===== src/rtl/tipi_nib_master.sv =====
// tipi_nib_master
//   Pi-side initiator for the TIPI nibble bus. Runs one register transaction
//   at a time: nibble-counter reset, select nibble, then two data nibbles
//   (high first). Writes go to RD/RC, reads come from TC/TD.
//
// Build option: TIPI_NIB_SYNC_EN adds a 2-flop synchronizer on r_nib_i and
//   stretches TURN and R_LO by 2 cycles so the synchronized value is sampled.
//
// Ports
//   clk, r_reset          system clock, synchronous active-high reset
//   req_valid/req_ready   request handshake (ready only in IDLE)
//   req_op, req_wdata     0=rd TD, 1=rd TC, 2=wr RD, 3=wr RC; write byte
//   rsp_valid, rsp_data   one-cycle completion pulse, read byte (00 on writes)
//   r_clk_o, r_nibrst_o   bus strobe and nibble-counter reset
//   r_nib_o, r_nib_oe     outgoing nibble and its drive enable
//   r_nib_i               bus value seen from the target
module tipi_nib_master #(
    parameter int         HALF      = 2,
    parameter logic [3:0] SEL_RD_TD = 4'h0,
    parameter logic [3:0] SEL_RD_TC = 4'h1,
    parameter logic [3:0] SEL_WR_RD = 4'h2,
    parameter logic [3:0] SEL_WR_RC = 4'h3
) (
    input  logic       clk,
    input  logic       r_reset,
    input  logic       req_valid,
    output logic       req_ready,
    input  logic [1:0] req_op,
    input  logic [7:0] req_wdata,
    output logic       rsp_valid,
    output logic [7:0] rsp_data,
    output logic       r_clk_o,
    output logic       r_nibrst_o,
    output logic [3:0] r_nib_o,
    output logic       r_nib_oe,
    input  logic [3:0] r_nib_i
);

`ifdef TIPI_NIB_SYNC_EN
    localparam int XTRA = 2;
`else
    localparam int XTRA = 0;
`endif
    localparam int CW = $clog2(HALF + XTRA + 1) + 1;

    typedef enum logic [3:0] {
        S_IDLE, S_RST_HI, S_SEL_LO, S_SEL_HI, S_DH_LO, S_DH_HI, S_DL_LO,
        S_DL_HI, S_FIN, S_TURN, S_R_HI, S_R_LO, S_DONE
    } state_t;

    state_t          state_q, state_d;
    logic [CW-1:0]   cnt_q, cnt_d;
    logic [1:0]      op_q, op_d;
    logic [7:0]      wdata_q, wdata_d;
    logic [3:0]      rd_hi_q, rd_hi_d;
    logic            req_ready_q, req_ready_d;
    logic            rsp_valid_q, rsp_valid_d;
    logic [7:0]      rsp_data_q, rsp_data_d;
    logic            r_clk_q, r_clk_d;
    logic            nibrst_q, nibrst_d;
    logic [3:0]      nib_q, nib_d;
    logic            oe_q, oe_d;
    logic [3:0]      nib_smp;
    logic [3:0]      sel;
    logic            last;

`ifdef TIPI_NIB_SYNC_EN
    logic [3:0] nib_s1_q, nib_s2_q;
    always_ff @(posedge clk) begin
        if (r_reset) begin
            nib_s1_q <= 4'h0;
            nib_s2_q <= 4'h0;
        end else begin
            nib_s1_q <= r_nib_i;
            nib_s2_q <= nib_s1_q;
        end
    end
    assign nib_smp = nib_s2_q;
`else
    assign nib_smp = r_nib_i;
`endif

    function automatic logic [CW-1:0] phase_len(input state_t s);
        if (s == S_TURN || s == S_R_LO) return CW'(HALF + XTRA);
        return CW'(HALF);
    endfunction

    always_comb begin
        state_d     = state_q;
        cnt_d       = cnt_q;
        op_d        = op_q;
        wdata_d     = wdata_q;
        rd_hi_d     = rd_hi_q;
        rsp_data_d  = rsp_data_q;
        rsp_valid_d = 1'b0;
        last        = (cnt_q == '0);

        case (state_q)
            S_IDLE: if (req_valid) begin
                op_d    = req_op;
                wdata_d = req_wdata;
                state_d = S_RST_HI;
            end
            S_DONE: state_d = S_IDLE;
            default: if (last) begin
                case (state_q)
                    S_RST_HI: state_d = S_SEL_LO;
                    S_SEL_LO: state_d = S_SEL_HI;
                    S_SEL_HI: state_d = op_q[1] ? S_DH_LO : S_TURN;
                    S_DH_LO:  state_d = S_DH_HI;
                    S_DH_HI:  state_d = S_DL_LO;
                    S_DL_LO:  state_d = S_DL_HI;
                    S_DL_HI:  state_d = S_FIN;
                    S_TURN:   state_d = S_R_HI;
                    S_R_HI:   state_d = S_R_LO;
                    default:  state_d = S_DONE;
                endcase
            end
        endcase

        // Reload on every state change so each phase runs its full length.
        if (state_d != state_q)  cnt_d = phase_len(state_d) - CW'(1);
        else if (!last)          cnt_d = cnt_q - CW'(1);

        if (state_q == S_TURN && last) rd_hi_d = nib_smp;

        // Low nibble is sampled on the same edge that enters DONE.
        if (state_d == S_DONE && state_q != S_DONE) begin
            rsp_valid_d = 1'b1;
            rsp_data_d  = op_q[1] ? 8'h00 : {rd_hi_q, nib_smp};
        end

        case (op_d)
            2'd0:    sel = SEL_RD_TD;
            2'd1:    sel = SEL_RD_TC;
            2'd2:    sel = SEL_WR_RD;
            default: sel = SEL_WR_RC;
        endcase

        // Bus outputs are decoded from the next state so they are registered
        // and line up with the state they belong to.
        req_ready_d = (state_d == S_IDLE);
        r_clk_d     = 1'b0;
        nibrst_d    = 1'b0;
        oe_d        = 1'b0;
        nib_d       = 4'h0;
        case (state_d)
            S_RST_HI: begin nibrst_d = 1'b1; oe_d = 1'b1; end
            S_SEL_LO: begin oe_d = 1'b1; nib_d = sel; end
            S_SEL_HI: begin oe_d = 1'b1; nib_d = sel; r_clk_d = 1'b1; end
            S_DH_LO:  begin oe_d = 1'b1; nib_d = wdata_d[7:4]; end
            S_DH_HI:  begin oe_d = 1'b1; nib_d = wdata_d[7:4]; r_clk_d = 1'b1; end
            S_DL_LO:  begin oe_d = 1'b1; nib_d = wdata_d[3:0]; end
            S_DL_HI:  begin oe_d = 1'b1; nib_d = wdata_d[3:0]; r_clk_d = 1'b1; end
            S_FIN:    begin oe_d = 1'b1; nib_d = wdata_d[3:0]; end
            S_R_HI:   r_clk_d = 1'b1;
            default:  ;
        endcase
    end

    always_ff @(posedge clk) begin
        if (r_reset) begin
            state_q     <= S_IDLE;
            cnt_q       <= '0;
            op_q        <= 2'd0;
            wdata_q     <= 8'h00;
            rd_hi_q     <= 4'h0;
            req_ready_q <= 1'b1;
            rsp_valid_q <= 1'b0;
            rsp_data_q  <= 8'h00;
            r_clk_q     <= 1'b0;
            nibrst_q    <= 1'b0;
            nib_q       <= 4'h0;
            oe_q        <= 1'b0;
        end else begin
            state_q     <= state_d;
            cnt_q       <= cnt_d;
            op_q        <= op_d;
            wdata_q     <= wdata_d;
            rd_hi_q     <= rd_hi_d;
            req_ready_q <= req_ready_d;
            rsp_valid_q <= rsp_valid_d;
            rsp_data_q  <= rsp_data_d;
            r_clk_q     <= r_clk_d;
            nibrst_q    <= nibrst_d;
            nib_q       <= nib_d;
            oe_q        <= oe_d;
        end
    end

    assign req_ready  = req_ready_q;
    assign rsp_valid  = rsp_valid_q;
    assign rsp_data   = rsp_data_q;
    assign r_clk_o    = r_clk_q;
    assign r_nibrst_o = nibrst_q;
    assign r_nib_o    = nib_q;
    assign r_nib_oe   = oe_q;

endmodule


===== config.mk =====
export PLATFORM = sky130hd
export DESIGN_NAME = tipi_nib_master
export DESIGN_NICKNAME = d
export VERILOG_FILES = /design/src/rtl/tipi_nib_master.sv
export SDC_FILE = /design/constraint.sdc
export NUM_CORES = 1
export LEC_CHECK = 0
export BUFFER_PORTS_ARGS = -buffer_cell sky130_fd_sc_hd__buf_2
export CAP_MARGIN = 20
export CORE_MARGIN = 5
export CORE_UTILIZATION = 59
export CTS_CLUSTER_DIAMETER = 120
export CTS_CLUSTER_SIZE = 14
export DETAILED_ROUTE_END_ITERATION = 6
export PLACE_DENSITY = 0.89
export SLEW_MARGIN = 20
export SYNTH_ARGS = -nofsm -noshare
export SYNTH_HDL_FRONTEND = slang
export SYNTH_SLANG_ARGS = --single-unit

===== constraint.sdc =====
create_clock -name clk -period 3.4 [get_ports clk]
set_input_delay 0.34 -clock clk [delete_from_list [all_inputs] [get_ports clk]]
set_output_delay 0.34 -clock clk [all_outputs]
set_load 0.03 [all_outputs]

; Word level (Yosys, flattened, before mapping)
; Cells that the tools add are included.
[classes]
n_shift = 0
n_mux = 23
mul = 0
div_mod_pow = 0
eq_ne = 27
order_cmp = 0
bitwise_logic = 0
addsub = 2
n_reduce_logical = 12
[op_table]
columns = cell, count
row1 = 4-bit case mux with 9 select lines, 1
row2 = 4-bit by 3-bit == test with 1-bit output (second input constant), 8
row3 = 4-bit == test (second input constant), 8
row4 = 8-bit two-way mux, 3
row5 = 4-bit by 2-bit == test with 1-bit output (second input constant), 4
row6 = 3-bit two-way mux, 5
row7 = 4-bit two-way mux, 3
row8 = 4-bit case mux with 3 select lines, 1
row9 = 4-bit by 1-bit == test with 1-bit output (second input constant), 2
row10 = 4-bit zero test, 2
row11 = 4-bit case mux with 2 select lines, 1
row12 = 8-bit OR reduction, 1
row13 = 1-bit two-way mux, 6
row14 = 2-bit case mux with 3 select lines, 1
row15 = 3-bit by 1-bit subtractor with 3-bit output (second input constant), 2
row16 = 2-bit two-way mux, 2
row17 = 4-bit inequality test, 1
row18 = 4-bit inequality test (second input constant), 1
row19 = 2-bit OR reduction, 2
row20 = 4-bit OR reduction, 1
row21 = 3-bit zero test, 1
row22 = 3-bit OR reduction, 1
row23 = 2-bit by 1-bit == test with 1-bit output (second input constant), 1
row24 = 2-bit == test (second input constant), 1
row25 = 4 further kinds, 5
[word_totals]
memories = 0
rom_bits = 0
ramBits = 0
reg_bits = 38
out_inout_bits = 17
latch_bits = 0
inputBits = 17

; Logic depth before layout (Yosys ltp)
; Gate-level depths: netlist of run 1.
[depth]
ltp_word = 12
mapped_depth = 10

; Least setup slack after synthesis of run 1
; Ideal clock, no wire load.
[synth_timing]
path_kind = flip-flop to flip-flop
from = reg cnt_q[0]
to = reg nib_q[3], in the netlist r_nib_o[3]
period_less_slack_ps = 2116
required_time_ps = 3314
setup_slack_ps = 1284
path_stages_with_launch = 10
arrival_time_ps = 2029
path_cell_list = dfxtp_1 -> inv_1 -> ha_1 -> ha_1 -> or2b_1 -> o2111ai_2 -> nor3b_2 -> buf_2 -> nand4b_1 -> a221oi_2
[synth_between]
elab_chain_len = 6
[synth_lines]
columns = element, line_no
row1 = start: declaration, 52  ; logic [CW-1:0] cnt_q, cnt_d;
row2 = start signal: assignment, 177  ; cnt_q <= cnt_d;
row3 = 3-bit zero test (*), 96  ; last = (cnt_q == '0);
row4 = 4-bit two-way mux (*), 105  ; default: if (last) begin
row5 = 4-bit case mux with 2 select lines (*), 98  ; case (state_q)
row6 = 4-bit == test (tied with other cells), 147  ; case (state_d)
row7 = 3-bit OR reduction (no line) or 2-bit OR reduction (tied branches), -
row8 = 4-bit case mux with 3 select lines (*), 147
row9 = end signal: assignment, 186  ; nib_q <= nib_d;
row10 = end: declaration, 61  ; logic [3:0] nib_q, nib_d;
; Every way passes the cells marked *; elsewhere a longest branch is shown, timed or not.
; A chain may end at the register's enable or synchronous reset.

; Worst setup path in the final report of run 1
[layout_timing]
from = reg cnt_q[0]
to = reg nib_q[0], in the netlist r_nib_o[0]
; The elaborated chain is that of the path after synthesis.

==> results of run 1 <==
==> worst min-delay path, delay by kind of cell <==
kind / cells / cell delay [ns]
multiplexers: 1 / 0.05
AND/OR/NAND/NOR: 1 / 0.07
buffers and inverters: 1 / 0.08
==> cell type report <==
| cell class | instances | area [µm²] |
|---|---|---|
| fill | 270 | 1120 |
| multi-input combinational | 151 | 1070 |
| sequential | 38 | 761 |
| timing repair buffer | 35 | 180 |
| tap | 46 | 57.6 |
| clock inverter | 3 | 40.0 |
| clock buffer | 5 | 37.5 |
| inverter | 6 | 22.5 |
==> report_power, final <==
part / switching [mW] / leakage, nW / total (mW) / internal [mW]
Clock: 0.151 / 0.0450 / 0.303 / 0.152
Combinational: 0.572 / 0.515 / 0.899 / 0.327
Sequential: 0.0853 / 0.310 / 0.608 / 0.522
Total: 0.808 / 0.870 / 1.81 / 1.00
==> metrics by stage <==
step / area (µm²) / util (%)
final: 2170 / 66.0
after global routing: 2170 / 66.0
after CTS: 2170 / 66.0
after floorplan: 1980 / -
after detailed placement: 2090 / 63.6
after global placement: 2090 / 63.6
==> logic make-up after synthesis <==
kind of cell	synth area share, %
and+or+nand+nor	23.3
AOI/OAI and AO/OA	22.0
DFF	38.5
buffers and inverters	7.47
muxes	6.14
xor gates and xnor gates	1.33
adders and majority gates	1.27
==> Yosys cell counts (3+ instances only) <==
library cell | number | area (µm²)
buf_4 | 4 | 30.0
nand4_1 | 10 | 62.6
o21ai_0 | 5 | 25.0
or2_1 | 3 | 18.8
nand3_1 | 6 | 30.0
clkbuf_1 | 8 | 30.0
xnor2_1 | 3 | 26.3
dfxtp_1 | 38 | 761
buf_6 | 4 | 45.0
nor2_1 | 17 | 63.8
inv_1 | 6 | 22.5
nor2b_1 | 15 | 93.8
buf_2 | 4 | 20.0
a21oi_1 | 22 | 110
nand4b_1 | 3 | 26.3
mux2i_1 | 8 | 80.1
o41ai_1 | 8 | 70.1
a311oi_1 | 3 | 26.3
==> flip-flops by register name, summed over array words and instances, names as in the netlist <==
signal	cells
rsp_valid	1
rd_hi_q	4
rsp_data	8
op_q	2
cnt_q	3
r_nib_o	4
r_clk_o	1
r_nibrst_o	1
req_ready	1
wdata_q	8
state_q	4
r_nib_oe	1
==> routing by layer <==
layer	part of all wire [%]	routed length, µm	up-vias	global-route usage (%)
met5	0	0	-	0
met4	1.9	78	0	9.18
met3	4.8	201	10	4.60
met2	49	2040	48	32.1
met1	44	1840	769	25.7
li1	-	-	838	-
==> how the worst max path moves through the flow <==
stage / slack, ns / depth (start not counted) / from / to
after floorplan: 1.28 / 9 / cnt_q[0]$_SDFFE_PP0P_ / r_nib_o[3]$_SDFF_PP0_
after global placement: 0.84 / 8 / cnt_q[0]$_SDFFE_PP0P_ / r_nib_o[0]$_SDFF_PP0_
after detailed placement: 0.67 / 8 / cnt_q[0]$_SDFFE_PP0P_ / r_nib_o[0]$_SDFF_PP0_
after CTS: 0.66 / 8 / cnt_q[0]$_SDFFE_PP0P_ / r_nib_o[0]$_SDFF_PP0_
after global routing: 0.44 / 8 / cnt_q[0]$_SDFFE_PP0P_ / r_nib_o[0]$_SDFF_PP0_
final: 0.63 / 8 / cnt_q[0]$_SDFFE_PP0P_ / r_nib_o[0]$_SDFF_PP0_
==> flow_metrics.py, run 1 <==
metrics = {
    "grt": {
        "antenna_found_initial": 0,
        "gr-usage-all-layers_pct": 20.1,
        "grt_first_pass_wirelength_um": 6980,
        "grt_max_degree": 38,
        "grt_pass1_vias": 1509,
        "gr-total-overflow": 0,
    },
    "critical_path": {
        "ff2ff_path_depth": 8,
        "worstReg2RegStart": "cnt_q[0]$_SDFFE_PP0P_",
        "cp.required_ns": 3.65,
        "cp_num_buf_inv": 1,
        "cp_max_fo": 16,
        "end_kind": "register",
        "critPathTopFamily": "simple AND/OR/NAND/NOR gates",
        "crit_path_max_incr_delay_ns": 0.58,
        "reg2reg_to": "r_nib_o[0]$_SDFF_PP0_",
        "worstPathArrival_ns": 3.03,
        "cp_cell_sequence": "inv_1, ha_1, ha_1, or2b_1, o2111ai_2, nor3b_2, nand3_2, a221oi_1",
        "crit_top_cell": "ha_1",
        "worst-setup-path-type": "reg2reg",
        "cp-start-kind": "register",
        "r2r_slack_ns": 0.63,
        "cp_slowest_cell": "nor3b_2",
    },
    "cts": {
        "h-tree-depth": 2,
        "insertion_delay_ns": 0.35,
        "clock-sinks": 38,
        "clockBufferDepth": 2,
        "cts-root-buf": "clkbuf_4",
        "cts_hold_buf": 0,
        "cts.clk_slew.worst_paths_ns": 0.11,
        "post_cts_buffers": 0,
        "cts_made_buffers": 5,
        "cts_tree": "done",
        "post_cts_resized": 0,
    },
    "logic_synthesis": {
        "synth_flop_cell": "dfxtp_1",
        "synth.net_count": 234,
        "synth_area_um2": 1980,
        "yosysSeqAreaShare_pct": 38.5,
        "synth_warnings": 0,
        "synthCells": 215,
        "synthArstFlopShare_pct": 0,
        "ys_seq_elements": 38,
        "yosysUniqueCellTypes": 55,
        "synth-edff-count": 0,
        "syn-mean-instance-area_um2": 9.19,
    },
    "hold_path": {
        "min_to": "rd_hi_q[0]$_SDFFE_PP0P_",
        "hold_depth": 3,
        "holdCritStartpoint": "r_nib_i[0]",
        "hold_class": "in2reg",
    },
    "finish": {
        "layout.cells.non_filler": 284,
        "syn_to_final_growth_pct": 9.62,
        "final_cell_mix": "38 x dfxtp_1, 33 x buf_2, 22 x a21oi_1, 17 x nor2_1, 15 x nor2b_1",
        "insertedDiodeCount": 0,
        "layout_commonest_cell": "dfxtp_1",
        "final_nets": 256,
        "drive_gt1_share_pct": 24.4,
    },
    "timing": {
        "finalCritPeriodShare_pct": 81.6,
        "fin_skew_ns": 0.00484,
        "drv_slew": 0,
        "fin_tns_setup_ns": 0,
        "fin_hold_ws_ns": 0.229,
        "setup_violations": 0,
        "hold_viol_final": 0,
        "period_needed_ns": 2.77,
        "worstMarginPinSlew_ns": 0.648,
        "rsz0062_at_grt": "false",
        "relSlewSlack_pct": 56.8,
        "fmax_ghz": 0.361,
        "setup_ws_ns": 0.627,
    },
    "place": {
        "portBuffers": 33,
        "pre_cts_ws_ns": 0.671,
        "hpwl_um": 2920,
        "place_inst": 276,
        "place.gp.congestion": 0.857,
    },
    "floorplan": {
        "coreArea_um2": 3280,
        "die-height_um": 67.9,
        "die_w_um": 67.9,
        "die_area_um2": 4610,
        "pin_count": 34,
        "rows": 21,
        "start_util_pct": 60.2,
    },
    "drt": {
        "drt-total-wl_um": 4160,
        "antenna_left": 0,
        "drc": 0,
        "via_per_inst": 5.86,
        "drt_iter0_markers": 108,
        "vias": 1665,
        "wl_per_cell_um": 14.6,
        "dr.pass1.iters": 5,
    },
    "pwr": {
        "finalPower_mw": 1.81,
        "p_leak_nw": 0.870,
        "p_per_area_nw_per_um2": 835,
        "vdd_drop_max_mv": 0.444,
    },
    "outcome": {
        "status": "finished clean",
    },
    "job": {
        "drv_cap": 0,
    },
}
Power figures use the tool's default switching activity.
==> run 2: changes to the inputs <==
Settings changed: CORE_UTILIZATION 59 to 50, PLACE_DENSITY 0.89 to 0.81.
Clock period 3.4 ns to 2.4 ns, I/O delays scaled along.
==> flow_metrics.py, run 2 (same netlist as run 1, synthesis figures left out) <==
metrics = {
    "grt": {
        "gr-total-overflow": 0,
        "grt_first_pass_wirelength_um": 7510,
        "antenna_found_initial": 0,
        "gr-usage-all-layers_pct": 17.5,
        "grt_pass1_vias": 1658,
        "grt_max_degree": 38,
    },
    "timing": {
        "drv_slew": 0,
        "fmax_ghz": 0.452,
        "setup_violations": 0,
        "hold_viol_final": 0,
        "rsz0062_at_grt": "false",
        "worstMarginPinSlew_ns": 0.689,
        "finalCritPeriodShare_pct": 92.2,
        "fin_skew_ns": 0.00686,
        "period_needed_ns": 2.21,
        "fin_tns_setup_ns": 0,
        "relSlewSlack_pct": 54.1,
    },
    "job": {
        "drv_cap": 0,
    },
    "critical_path": {
        "cp-start-kind": "register",
        "ff2ff_path_depth": 8,
        "worstPathArrival_ns": 2.40,
        "crit_path_max_incr_delay_ns": 0.35,
        "cp.required_ns": 2.59,
        "cp_slowest_cell": "dfxtp_1",
        "critPathTopFamily": "simple AND/OR/NAND/NOR gates",
        "end_kind": "register",
        "cp_cell_sequence": "inv_1, ha_1, ha_2, nor4bb_1, a311oi_1, and3_2, nand3_2, a221oi_1",
        "worst-setup-path-type": "reg2reg",
        "crit_end": "r_nib_o[0]$_SDFF_PP0_",
        "worstReg2RegStart": "cnt_q[0]$_SDFFE_PP0P_",
        "cp_num_buf_inv": 1,
        "startpoint": "cnt_q[0]$_SDFFE_PP0P_",
        "cp_max_fo": 12,
        "reg2reg_to": "r_nib_o[0]$_SDFF_PP0_",
        "r2r_slack_ns": 0.19,
        "crit_cells": 8,
    },
    "finish": {
        "final_nets": 268,
        "layout.cells.non_filler": 298,
        "drive_gt1_share_pct": 30.0,
        "insertedDiodeCount": 0,
        "syn_to_final_growth_pct": 17.1,
        "final_cell_mix": "38 x dfxtp_1, 33 x buf_2, 22 x a21oi_1, 17 x nor2_1, 15 x nor2b_1",
        "utilization_pct": 61.8,
        "fin_area_um2": 2310,
        "layout_commonest_cell": "dfxtp_1",
    },
    "hold_path": {
        "hold_class": "in2reg",
    },
    "cts": {
        "cts-root-buf": "clkbuf_8",
        "cts_made_buffers": 5,
        "post_cts_buffers": 0,
        "clockBufferDepth": 2,
        "clock-sinks": 38,
        "h-tree-depth": 2,
        "cts.clk_slew.worst_paths_ns": 0.07,
        "insertion_delay_ns": 0.29,
        "cts_hold_buf": 0,
        "cts_tree": "done",
    },
    "drt": {
        "route.met3.wl_um": 253,
        "drt-total-wl_um": 4440,
        "dr.pass1.iters": 4,
        "via_per_inst": 5.68,
        "vias": 1692,
        "wl_met1_um": 1950,
        "antenna_left": 0,
        "drt_iter0_markers": 186,
        "wl_met2_um": 2170,
        "wl_per_cell_um": 14.9,
        "drc": 0,
        "top_layer_used": "met4",
    },
    "floorplan": {
        "die-height_um": 72.9,
        "rows": 22,
        "die_w_um": 72.9,
        "coreArea_um2": 3740,
        "die_area_um2": 5310,
        "pin_count": 34,
        "start_util_pct": 52.8,
    },
    "outcome": {
        "status": "finished clean",
    },
    "place": {
        "portBuffers": 33,
        "place.gp.congestion": 0.845,
        "hpwl_um": 3040,
        "place_area_um2": 2190,
        "place_inst": 290,
    },
    "pwr": {
        "p_leak_nw": 0.944,
        "p_per_area_nw_per_um2": 1230,
        "finalPower_mw": 2.86,
        "vdd_drop_max_mv": 0.613,
    },
}
-- run 2: worst min-delay path, stage by stage --
cell and delay [ns]:
buf_2 0.08, mux2i_1 0.05, nor2_1 0.07
-- run 2: worst min path at each step --
stage	slack (ns)	end	from	depth (start not counted)
floorplan	0.38	rd_hi_q[0]$_SDFFE_PP0P_	r_nib_i[0]	2
global placement	0.45	rsp_data[0]$_SDFFE_PP0P_	rsp_data[0]$_SDFFE_PP0P_	2
detailed placement	0.45	rsp_data[0]$_SDFFE_PP0P_	rsp_data[0]$_SDFFE_PP0P_	2
CTS	0.19	rd_hi_q[1]$_SDFFE_PP0P_	r_nib_i[1]	3
global route	0.24	rd_hi_q[3]$_SDFFE_PP0P_	r_nib_i[3]	3
finish	0.19	rd_hi_q[1]$_SDFFE_PP0P_	r_nib_i[1]	3
-- run 2: where the power goes --
group | internal, mW | leakage (nW) | total [mW] | switching (mW)
Clock | 0.232 | 0.0482 | 0.444 | 0.212
Combinational | 0.658 | 0.586 | 1.55 | 0.896
Sequential | 0.741 | 0.310 | 0.859 | 0.118
-- run 2: cell type report --
cell class	count	area (µm²)
clock buffers	7	86.3
flip-flops and latches	38	761
clock inverters	1	5.00
fillers	333	1430
well taps	48	60.1
inverters	6	22.5
multi-input cells	151	1100
repair buffers	47	283
-- run 2: routing by layer --
| layer | vias up | GRT usage (%) |
|---|---|---|
| li1 | 864 | - |
| met1 | 776 | 22.0 |
| met2 | 44 | 28.7 |
| met3 | 8 | 5.23 |
| met4 | 0 | 5.94 |
| met5 | - | 0 |
-- run 2: stage by stage --
| stage | hold slack (ns) | worst slack [ns] |
|---|---|---|
| after floorplan | 0.384 | 0.284 |
| after global placement | 0.445 | 0.117 |
| after detailed placement | 0.452 | 0.0558 |
| after CTS | 0.185 | 0.0411 |
| after global routing | 0.235 | 0.0112 |
| final | 0.193 | 0.187 |
-- run 2: what timing repair did --
item                       in CTS  in global routing
gates resized for setup         1                  6
pin swaps                       0                  0
setup endpoints to repair       1                 14
